==> config.mk <==
export PLATFORM = sky130hd
export DESIGN_NAME = key_debounce_edge
export DESIGN_NICKNAME = d
export VERILOG_FILES = /design/src/rtl/key_debounce_edge.sv
export SDC_FILE = /design/constraint.sdc
export NUM_CORES = 1
export LEC_CHECK = 0
export CORE_AREA = 2 2 93 95
export CTS_CLUSTER_SIZE = 30
export DETAILED_ROUTE_END_ITERATION = 7
export DIE_AREA = 0 0 95 97
export PLACE_DENSITY_LB_ADDON = 0.08
export SYNTH_ARGS = -nofsm -noshare
export SYNTH_HDL_FRONTEND = slang
export SYNTH_HIERARCHICAL = 1
export SYNTH_SLANG_ARGS = --single-unit
==> constraint.sdc <==
create_clock -name clk -period 2 [get_ports clk]
set_input_delay 0.3 -clock clk [delete_from_list [all_inputs] [get_ports clk]]
set_output_delay 0.3 -clock clk [all_outputs]
set_load 0.005 [all_outputs]
==> src/rtl/key_debounce_edge.sv <==
// Multi-channel key front end: per-key synchroniser, debounce filter, and one-cycle
// press/release/auto-repeat pulses. Each channel is an independent lane instance.

module key_debounce_lane #(
  parameter int SYNC_STAGES   = 2,
  parameter int DB_CYCLES     = 270000,
  parameter int ACTIVE_LOW    = 1,
  parameter int REPEAT_DELAY  = 0,
  parameter int REPEAT_PERIOD = 2700000
) (
  input  logic clk,
  input  logic nrst,
  input  logic key,
  output logic level,
  output logic rise,
  output logic fall,
  output logic rpt
);
  localparam int                DBC_W   = $clog2(DB_CYCLES + 1);
  localparam logic              REL     = (ACTIVE_LOW != 0);
  localparam logic [DBC_W-1:0]  DB_LAST = DBC_W'(DB_CYCLES - 1);

  localparam logic [0:0] ST_RELEASED = 1'b0;
  localparam logic [0:0] ST_PRESSED  = 1'b1;

  logic [SYNC_STAGES-1:0] sync;
  logic                   p;
  logic [DBC_W-1:0]       dbc;
  logic [0:0]             state;
  logic                   accept;

  // Reset to the released pin value so reset release never looks like a press.
  always_ff @(posedge clk or negedge nrst) begin
    if (!nrst) sync <= {SYNC_STAGES{REL}};
    else       sync <= {sync[SYNC_STAGES-2:0], key};
  end

  assign p      = sync[SYNC_STAGES-1] ^ REL;
  assign level  = (state == ST_PRESSED);
  assign accept = (p != level) && (dbc == DB_LAST);

  always_ff @(posedge clk or negedge nrst) begin
    if (!nrst) begin
      state <= ST_RELEASED;
      dbc   <= '0;
      rise  <= 1'b0;
      fall  <= 1'b0;
    end else begin
      rise <= 1'b0;
      fall <= 1'b0;
      if (p == level) begin
        dbc <= '0;
      end else if (accept) begin
        dbc   <= '0;
        state <= p ? ST_PRESSED : ST_RELEASED;
        rise  <= p;
        fall  <= !p;
      end else begin
        dbc <= dbc + DBC_W'(1);
      end
    end
  end

  generate
    if (REPEAT_DELAY > 0) begin : g_rpt
      localparam int               RC_MAX   = (REPEAT_DELAY > REPEAT_PERIOD) ? REPEAT_DELAY : REPEAT_PERIOD;
      localparam int               RC_W     = $clog2(RC_MAX + 1);
      localparam logic [RC_W-1:0]  DLY_LAST = RC_W'(REPEAT_DELAY - 1);
      localparam logic [RC_W-1:0]  PER_LAST = RC_W'(REPEAT_PERIOD - 1);

      logic [RC_W-1:0] rc;
      logic            armed;   // 0: waiting for first repeat, 1: periodic phase

      // rc is held at 0 while released and in any accept cycle, so the first
      // pulse lands exactly REPEAT_DELAY edges after rise and none in the fall cycle.
      always_ff @(posedge clk or negedge nrst) begin
        if (!nrst) begin
          rc    <= '0;
          armed <= 1'b0;
          rpt   <= 1'b0;
        end else begin
          rpt <= 1'b0;
          if (!level || accept) begin
            rc    <= '0;
            armed <= 1'b0;
          end else if (rc == (armed ? PER_LAST : DLY_LAST)) begin
            rc    <= '0;
            armed <= 1'b1;
            rpt   <= 1'b1;
          end else begin
            rc <= rc + RC_W'(1);
          end
        end
      end
    end else begin : g_no_rpt
      assign rpt = 1'b0;
    end
  endgenerate
endmodule

module key_debounce_edge #(
  parameter int N_KEYS        = 4,
  parameter int SYNC_STAGES   = 2,
  parameter int DB_CYCLES     = 270000,
  parameter int ACTIVE_LOW    = 1,
  parameter int REPEAT_DELAY  = 0,
  parameter int REPEAT_PERIOD = 2700000
) (
  input  logic              clk,
  input  logic              nrst,
  input  logic [N_KEYS-1:0] in,
  output logic [N_KEYS-1:0] level,
  output logic [N_KEYS-1:0] rise,
  output logic [N_KEYS-1:0] fall,
  output logic [N_KEYS-1:0] rpt
);
  for (genvar i = 0; i < N_KEYS; i++) begin : g_lane
    key_debounce_lane #(
      .SYNC_STAGES  (SYNC_STAGES),
      .DB_CYCLES    (DB_CYCLES),
      .ACTIVE_LOW   (ACTIVE_LOW),
      .REPEAT_DELAY (REPEAT_DELAY),
      .REPEAT_PERIOD(REPEAT_PERIOD)
    ) u_lane (
      .clk  (clk),
      .nrst (nrst),
      .key  (in[i]),
      .level(level[i]),
      .rise (rise[i]),
      .fall (fall[i]),
      .rpt  (rpt[i])
    );
  end
endmodule

======== After elaboration in Yosys (flattened, before gate mapping) ========
Cells that the tools add are included.
cells by class
  bitwise gates (word level) .............. 8
  $add $sub $neg .......................... 4
  reduce and logical (&&, ||, !) cells .... 8
  mux-type cells .......................... 28
  equality and inequality tests ........... 12
operators with widths
  operator                                                          number
  19-bit 2-to-1 mux                                                 8
  19-bit by 1-bit adder with 19-bit output (second input constant)  4
  19-bit equality test (second input constant)                      4
  1-bit 2-to-1 mux                                                  20
  1-bit NOT                                                         8
  2-bit AND reduction                                               4
  1-bit equality test                                               4
  1-bit logical AND                                                 4
  1-bit inequality test                                             4
word-level totals
  register bits ........................... 96
  output and inout port bits .............. 16
  word-level logic and storage cells ...... 80
  bits of input ports ..................... 6

======== Longest topological paths before layout ========
  depth after elaboration ................. 5
  mapped depth ............................ 6
  depth with buffers taken out ............ 5

======== Modules after synthesis ========
Netlist, hierarchy kept.
by module, submodules not included
  module             seq. area each (um2)  area each (um2)  times used  cells an instance
  key_debounce_lane  603.1                 1197.4           4           116

======== Worst setup path before layout ========
No wires, ideal clock.
  kind .................................... register to register
  start point ............................. register g_lane[0].u_lane.dbc[0]
  end point ............................... register g_lane[0].u_lane.dbc[18]
  cell stages (with the launch flop) ...... 6
  required time ........................... 1922 ps
  path slack .............................. 405 ps
  arrival time ............................ 1517 ps
  buffers on the path ..................... 0
  clock period less this slack ............ 1595 ps
  library setup time ...................... 78 ps
  path through ............................ dfrtp_1 -> ha_1 -> nand4_4 -> nor2_4 -> or4b_1 -> a21oi_1
on the way
  longest elaborated chain between the ends .. 4
  elaborated cells on any way between the ends .. 5
  those cells by class .................... 1 x add/sub; 1 x eq/ne; 2 x mux; 1 x reduce/logical
RTL lines
  item                                                                                              RTL line  source
  start, declared                                                                                   28        logic [DBC_W-1:0] dbc;
  start signal, assigned                                                                            59        dbc <= dbc + DBC_W'(1);
  parallel branches: the longest is 2 deep, another holds 19-bit by 1-bit adder with 19-bit output  n/a
  19-bit 2-to-1 mux (*)                                                                             53        end else if (accept) begin
  19-bit 2-to-1 mux (*)                                                                             51        if (p == level) begin
Mark *: on every way between the ends.
A chain may end at the register's enable or synchronous reset.

======== Final worst setup path ========
  start point ............................. register g_lane[3].u_lane.dbc[4]
  end point ............................... register g_lane[3].u_lane.dbc[18]
on the way
  longest elaborated chain between the ends .. 4
  elaborated cells on any way between the ends .. 5
  those cells by class .................... 1 x add/sub; 1 x eq/ne; 2 x mux; 1 x reduce/logical
RTL lines
  item                                                                                              RTL line
  start, declared                                                                                   28
  start signal, assigned                                                                            59
  parallel branches: the longest is 2 deep, another holds 19-bit by 1-bit adder with 19-bit output  n/a
  19-bit 2-to-1 mux (*)                                                                             53
  19-bit 2-to-1 mux (*)                                                                             51
Marks and branches as above.

==> metrics.log <==
INFO  metric outcome = finished clean
INFO  metric ys_seq_area_frac = 0.504
INFO  metric post_drt_via_cell_ratio = 5.79
INFO  metric worst_slack = 0.246 ns
INFO  metric num-nets-final = 505
INFO  metric path_class = reg -> reg
INFO  metric share_seq_of_total_power = 0.562
INFO  metric cts_post_setup_buffers_inserted = 0
INFO  metric fillerInstances = 665
INFO  metric worst_hold_slack = 0.354 ns
INFO  metric antenna_left = 0
INFO  metric cts.root.buffer_cell = sky130_fd_sc_hd__clkbuf_8
INFO  metric place_ws = 0.257 ns
INFO  metric grt_max_degree = 33
INFO  metric critical_path_required = 2.22 ns
INFO  metric ys_warn_count = 6
INFO  metric post-route-util = 0.661
INFO  metric stdcell_count = 605
INFO  metric routed-via-count = 3500
INFO  metric mappedNetlistArea = 0.00479 sq mm
INFO  metric initial_core_util = 0.589
INFO  metric yosys-mux-area-fraction = 0.00836
INFO  metric maxSlewViolCount = 0
INFO  metric grt_setup_unrepaired = false
INFO  metric cts_tree = yes
INFO  metric gp_congestion = 0.927
INFO  metric post_synth_fa_ha_maj_area_fraction = 0.0104
INFO  metric hold_path_class = reg -> reg
INFO  metric total_clock_buffers_created_by_cts = 9
INFO  metric layout-drive-gt1-share = 0.134
INFO  metric grt_pass1_vias = 3429
INFO  metric synthesis.instances = 464
INFO  metric synth_simple_gate_area_share = 0.296
INFO  metric detail_route.iter0.violations = 139
INFO  metric number_of_library_cell_types_mapped_by_synthesis = 33
INFO  metric power.combinational.fraction = 0.039
INFO  metric row_cnt = 33
INFO  metric switching_power = 0.808 mW
INFO  metric htree_num_levels = 3
INFO  metric global_route_wire_length_before_repair = 16200 um
INFO  metric synth_nets = 474
INFO  metric post_cts_resize_count = 0
INFO  metric min_period_over_period = 0.877
INFO  metric hold_viol = 0
INFO  metric final_cell_area = 0.00537 sq mm
INFO  metric yosys_register_bits = 96
INFO  metric p_sw_frac = 0.226
INFO  metric max_freq = 0.570 GHz
INFO  metric io-pin-count = 22
INFO  metric setup.worst_path.end_class = flip-flop
INFO  metric port_buffers = 17
INFO  metric fin_worst_skew = 0.0173 ns
INFO  metric worst_ir_drop_vdd = 385 uV
INFO  metric die_width = 95 um
INFO  metric wire_per_inst = 15.4 um
INFO  metric detailed_place_hpwl = 6640 um
INFO  metric yosys.area_share.xor_xnor = 0.117
INFO  metric syn_avg_cell_area = 10.3 sq um
INFO  metric cellPowerDensity = 666 mW/mm^2
INFO  metric grt_antenna_before_repair = 0
INFO  metric placedInstanceArea = 0.00514 sq mm
INFO  metric clock_path_buffers = 2
INFO  metric finalSetupTns = 0 ns
INFO  metric setup_viol = 0
INFO  metric path_clk_slew = 0.09 ns
INFO  metric finalCriticalPeriod = 1.75 ns
INFO  metric internal_power = 2.77 mW
INFO  metric worst_skew_pair.late_latency = 0.36 ns
INFO  metric leakagePower = 2.13 nW
INFO  metric maxCapViolations = 0
INFO  metric placed_cells = 588
INFO  metric drt_pass1_iterations = 4
INFO  metric dominant_combinational_cell_family_by_area_after_synthesis = simple AND/OR/NAND/NOR gates
INFO  metric gr-usage-all-layers = 0.217
INFO  metric pwr-share-clk = 0.399
INFO  metric cp.arrival = 1.98 ns
INFO  metric worstSetupStartpointType = flip-flop
INFO  metric die_area = 0.00922 sq mm
INFO  metric remaining_drc_errors = 0
INFO  metric compound_gate_fraction_of_synth_area = 0.0313
INFO  metric area_delta_synth_final = 12.2%
INFO  metric core_area = 0.00813 sq mm
INFO  metric die_height = 97 um
INFO  metric detailed_route_wire_length = 9320 um
INFO  metric globalRouteOverflowTotal = 0
INFO  metric total_power = 3.58 mW
INFO  metric antenna-diode-count = 0
INFO  metric timing.critical_path.fanout_max = 11
INFO  metric cts_num_sinks = 96
## logic make-up after synthesis
family | count (synthesis)
compound gates | 24
xor+xnor | 64
fa+ha+maj | 4
simple gates | 240
other cells | 4
mux | 4
buf+inv | 28
flops | 96
## sequential cells by signal, indices dropped and copies added (netlist names)
signal	count
g_lane.u_lane/dbc	76
g_lane.u_lane/sync	8
g_lane.u_lane/fall	4
g_lane.u_lane/level	4
g_lane.u_lane/rise	4
## metal layers
metal | vias up | track usage | routed length [um]
li1 | 1701 | - | -
met1 | 1726 | 0.327 | 4600
met2 | 63 | 0.317 | 4330
met3 | 10 | 0.0350 | 272
met4 | 0 | 0.0792 | 116
met5 | - | 0 | 0
## critical path, cell delays in order, from the launching register on
cell	delay, ns
sky130_fd_sc_hd__dfrtp_1	0.44
sky130_fd_sc_hd__nor4b_1	0.47
sky130_fd_sc_hd__nand4_1	0.25
sky130_fd_sc_hd__o21ai_2	0.20
sky130_fd_sc_hd__buf_4	0.20
sky130_fd_sc_hd__a21oi_1	0.06
## power groups by stage
stage,registers [mW],clock network (mW),logic (mW)
detailed placement,2.05,0,0.141
CTS,2.01,1.47,0.144
global placement,2.04,0,0.137
finish,2.01,1.43,0.140
floorplan,2.04,0,0.0644
global route,2.02,1.55,0.161
## cells in the mapped netlist
master / count / area [sq um]
sky130_fd_sc_hd__or4_4: 4 / 45.0
sky130_fd_sc_hd__dfrtp_1: 88 / 2200
sky130_fd_sc_hd__buf_4: 8 / 60.1
sky130_fd_sc_hd__nor4b_1: 8 / 70.1
sky130_fd_sc_hd__nor3_1: 8 / 40.0
sky130_fd_sc_hd__o21ai_0: 8 / 40.0
sky130_fd_sc_hd__nor2_4: 4 / 45.0
sky130_fd_sc_hd__o21ai_2: 4 / 35.0
sky130_fd_sc_hd__a21oi_1: 8 / 40.0
sky130_fd_sc_hd__nand3_1: 28 / 140
sky130_fd_sc_hd__nand4_1: 24 / 150
sky130_fd_sc_hd__nor2_1: 84 / 315
sky130_fd_sc_hd__dfstp_2: 8 / 210
sky130_fd_sc_hd__buf_2: 8 / 40.0
sky130_fd_sc_hd__nor3b_1: 4 / 30.0
sky130_fd_sc_hd__or4b_1: 4 / 40.0
sky130_fd_sc_hd__ha_1: 4 / 50.1
sky130_fd_sc_hd__nand4_2: 4 / 50.1
sky130_fd_sc_hd__and3_1: 4 / 25.0
sky130_fd_sc_hd__and4_2: 4 / 40.0
sky130_fd_sc_hd__nand4_4: 4 / 85.1
sky130_fd_sc_hd__nor4bb_1: 4 / 40.0
sky130_fd_sc_hd__nor4_1: 20 / 125
sky130_fd_sc_hd__conb_1: 4 / 15.0
sky130_fd_sc_hd__and4_1: 4 / 35.0
sky130_fd_sc_hd__and2_1: 8 / 50.1
sky130_fd_sc_hd__xnor2_1: 48 / 420
sky130_fd_sc_hd__or4_1: 4 / 30.0
sky130_fd_sc_hd__mux2i_1: 4 / 40.0
sky130_fd_sc_hd__xor2_1: 16 / 140
sky130_fd_sc_hd__nand2_1: 16 / 60.1
sky130_fd_sc_hd__o41ai_1: 4 / 35.0
sky130_fd_sc_hd__inv_1: 12 / 45.0
## cell type report
type / instances / area [sq um] / area share
Multi-Input combinational cell: 340 / 2230 / 0.415
Sequential cell: 96 / 2410 / 0.449
Inverter: 12 / 45.0 / 0.00838
Clock buffer: 10 / 138 / 0.0256
Tap cell: 105 / 131 / 0.0244
Timing Repair Buffer: 36 / 325 / 0.0605
Clock inverter: 6 / 90.1 / 0.0168
## cell usage in the layout (no fill, tap or decap), types with 2 or more instances in the layout
master                             n
sky130_fd_sc_hd__dfrtp_1          88
sky130_fd_sc_hd__o21ai_2           4
sky130_fd_sc_hd__and3_1            4
sky130_fd_sc_hd__nor4_1           20
sky130_fd_sc_hd__buf_4            18
sky130_fd_sc_hd__or4_4             4
sky130_fd_sc_hd__conb_1            4
sky130_fd_sc_hd__and4_1            4
sky130_fd_sc_hd__or4b_1            4
sky130_fd_sc_hd__xor2_1           16
sky130_fd_sc_hd__nor4bb_1          4
sky130_fd_sc_hd__and4_2            4
sky130_fd_sc_hd__nor3_1            8
sky130_fd_sc_hd__xnor2_1          48
sky130_fd_sc_hd__nand2_1          16
sky130_fd_sc_hd__nand4_1          24
sky130_fd_sc_hd__bufinv_16         2
sky130_fd_sc_hd__dfstp_2           8
sky130_fd_sc_hd__nor3b_1           4
sky130_fd_sc_hd__nor2_1           84
sky130_fd_sc_hd__o21ai_0           8
sky130_fd_sc_hd__ha_1              4
sky130_fd_sc_hd__nor4b_1           8
sky130_fd_sc_hd__nor2_4            4
sky130_fd_sc_hd__nand4_4           4
sky130_fd_sc_hd__nand3_1          28
sky130_fd_sc_hd__clkdlybuf4s50_1  16
sky130_fd_sc_hd__a21oi_1           8
sky130_fd_sc_hd__clkbuf_8         10
sky130_fd_sc_hd__or4_1             4
sky130_fd_sc_hd__and2_1            8
sky130_fd_sc_hd__nand4_2           4
sky130_fd_sc_hd__inv_1            12
sky130_fd_sc_hd__mux2i_1           4
sky130_fd_sc_hd__o41ai_1           4
## timing repair
item	CTS	global route
endpoints found under the setup margin	0	0
hold buffers	1	0
endpoints found under the hold margin	19	0
## worst paths after layout
path	from	end	slack, ns	cells past startpoint
max	g_lane[3].u_lane/dbc[4]	g_lane[3].u_lane/dbc[18]	0.25	5
max reg2reg	g_lane[3].u_lane/dbc[4]	g_lane[3].u_lane/dbc[18]	0.25	5
min in group asynchronous	nrst	g_lane[1].u_lane/dbc[11]	0.36	2
min	g_lane[1].u_lane/sync[0]	g_lane[1].u_lane/sync[1]	0.35	0
max in group asynchronous	nrst	g_lane[0].u_lane/sync[1]	0.99	3
min reg2reg	g_lane[1].u_lane/sync[0]	g_lane[1].u_lane/sync[1]	0.35	0
Note: power is estimated with default switching activity, not from simulation.
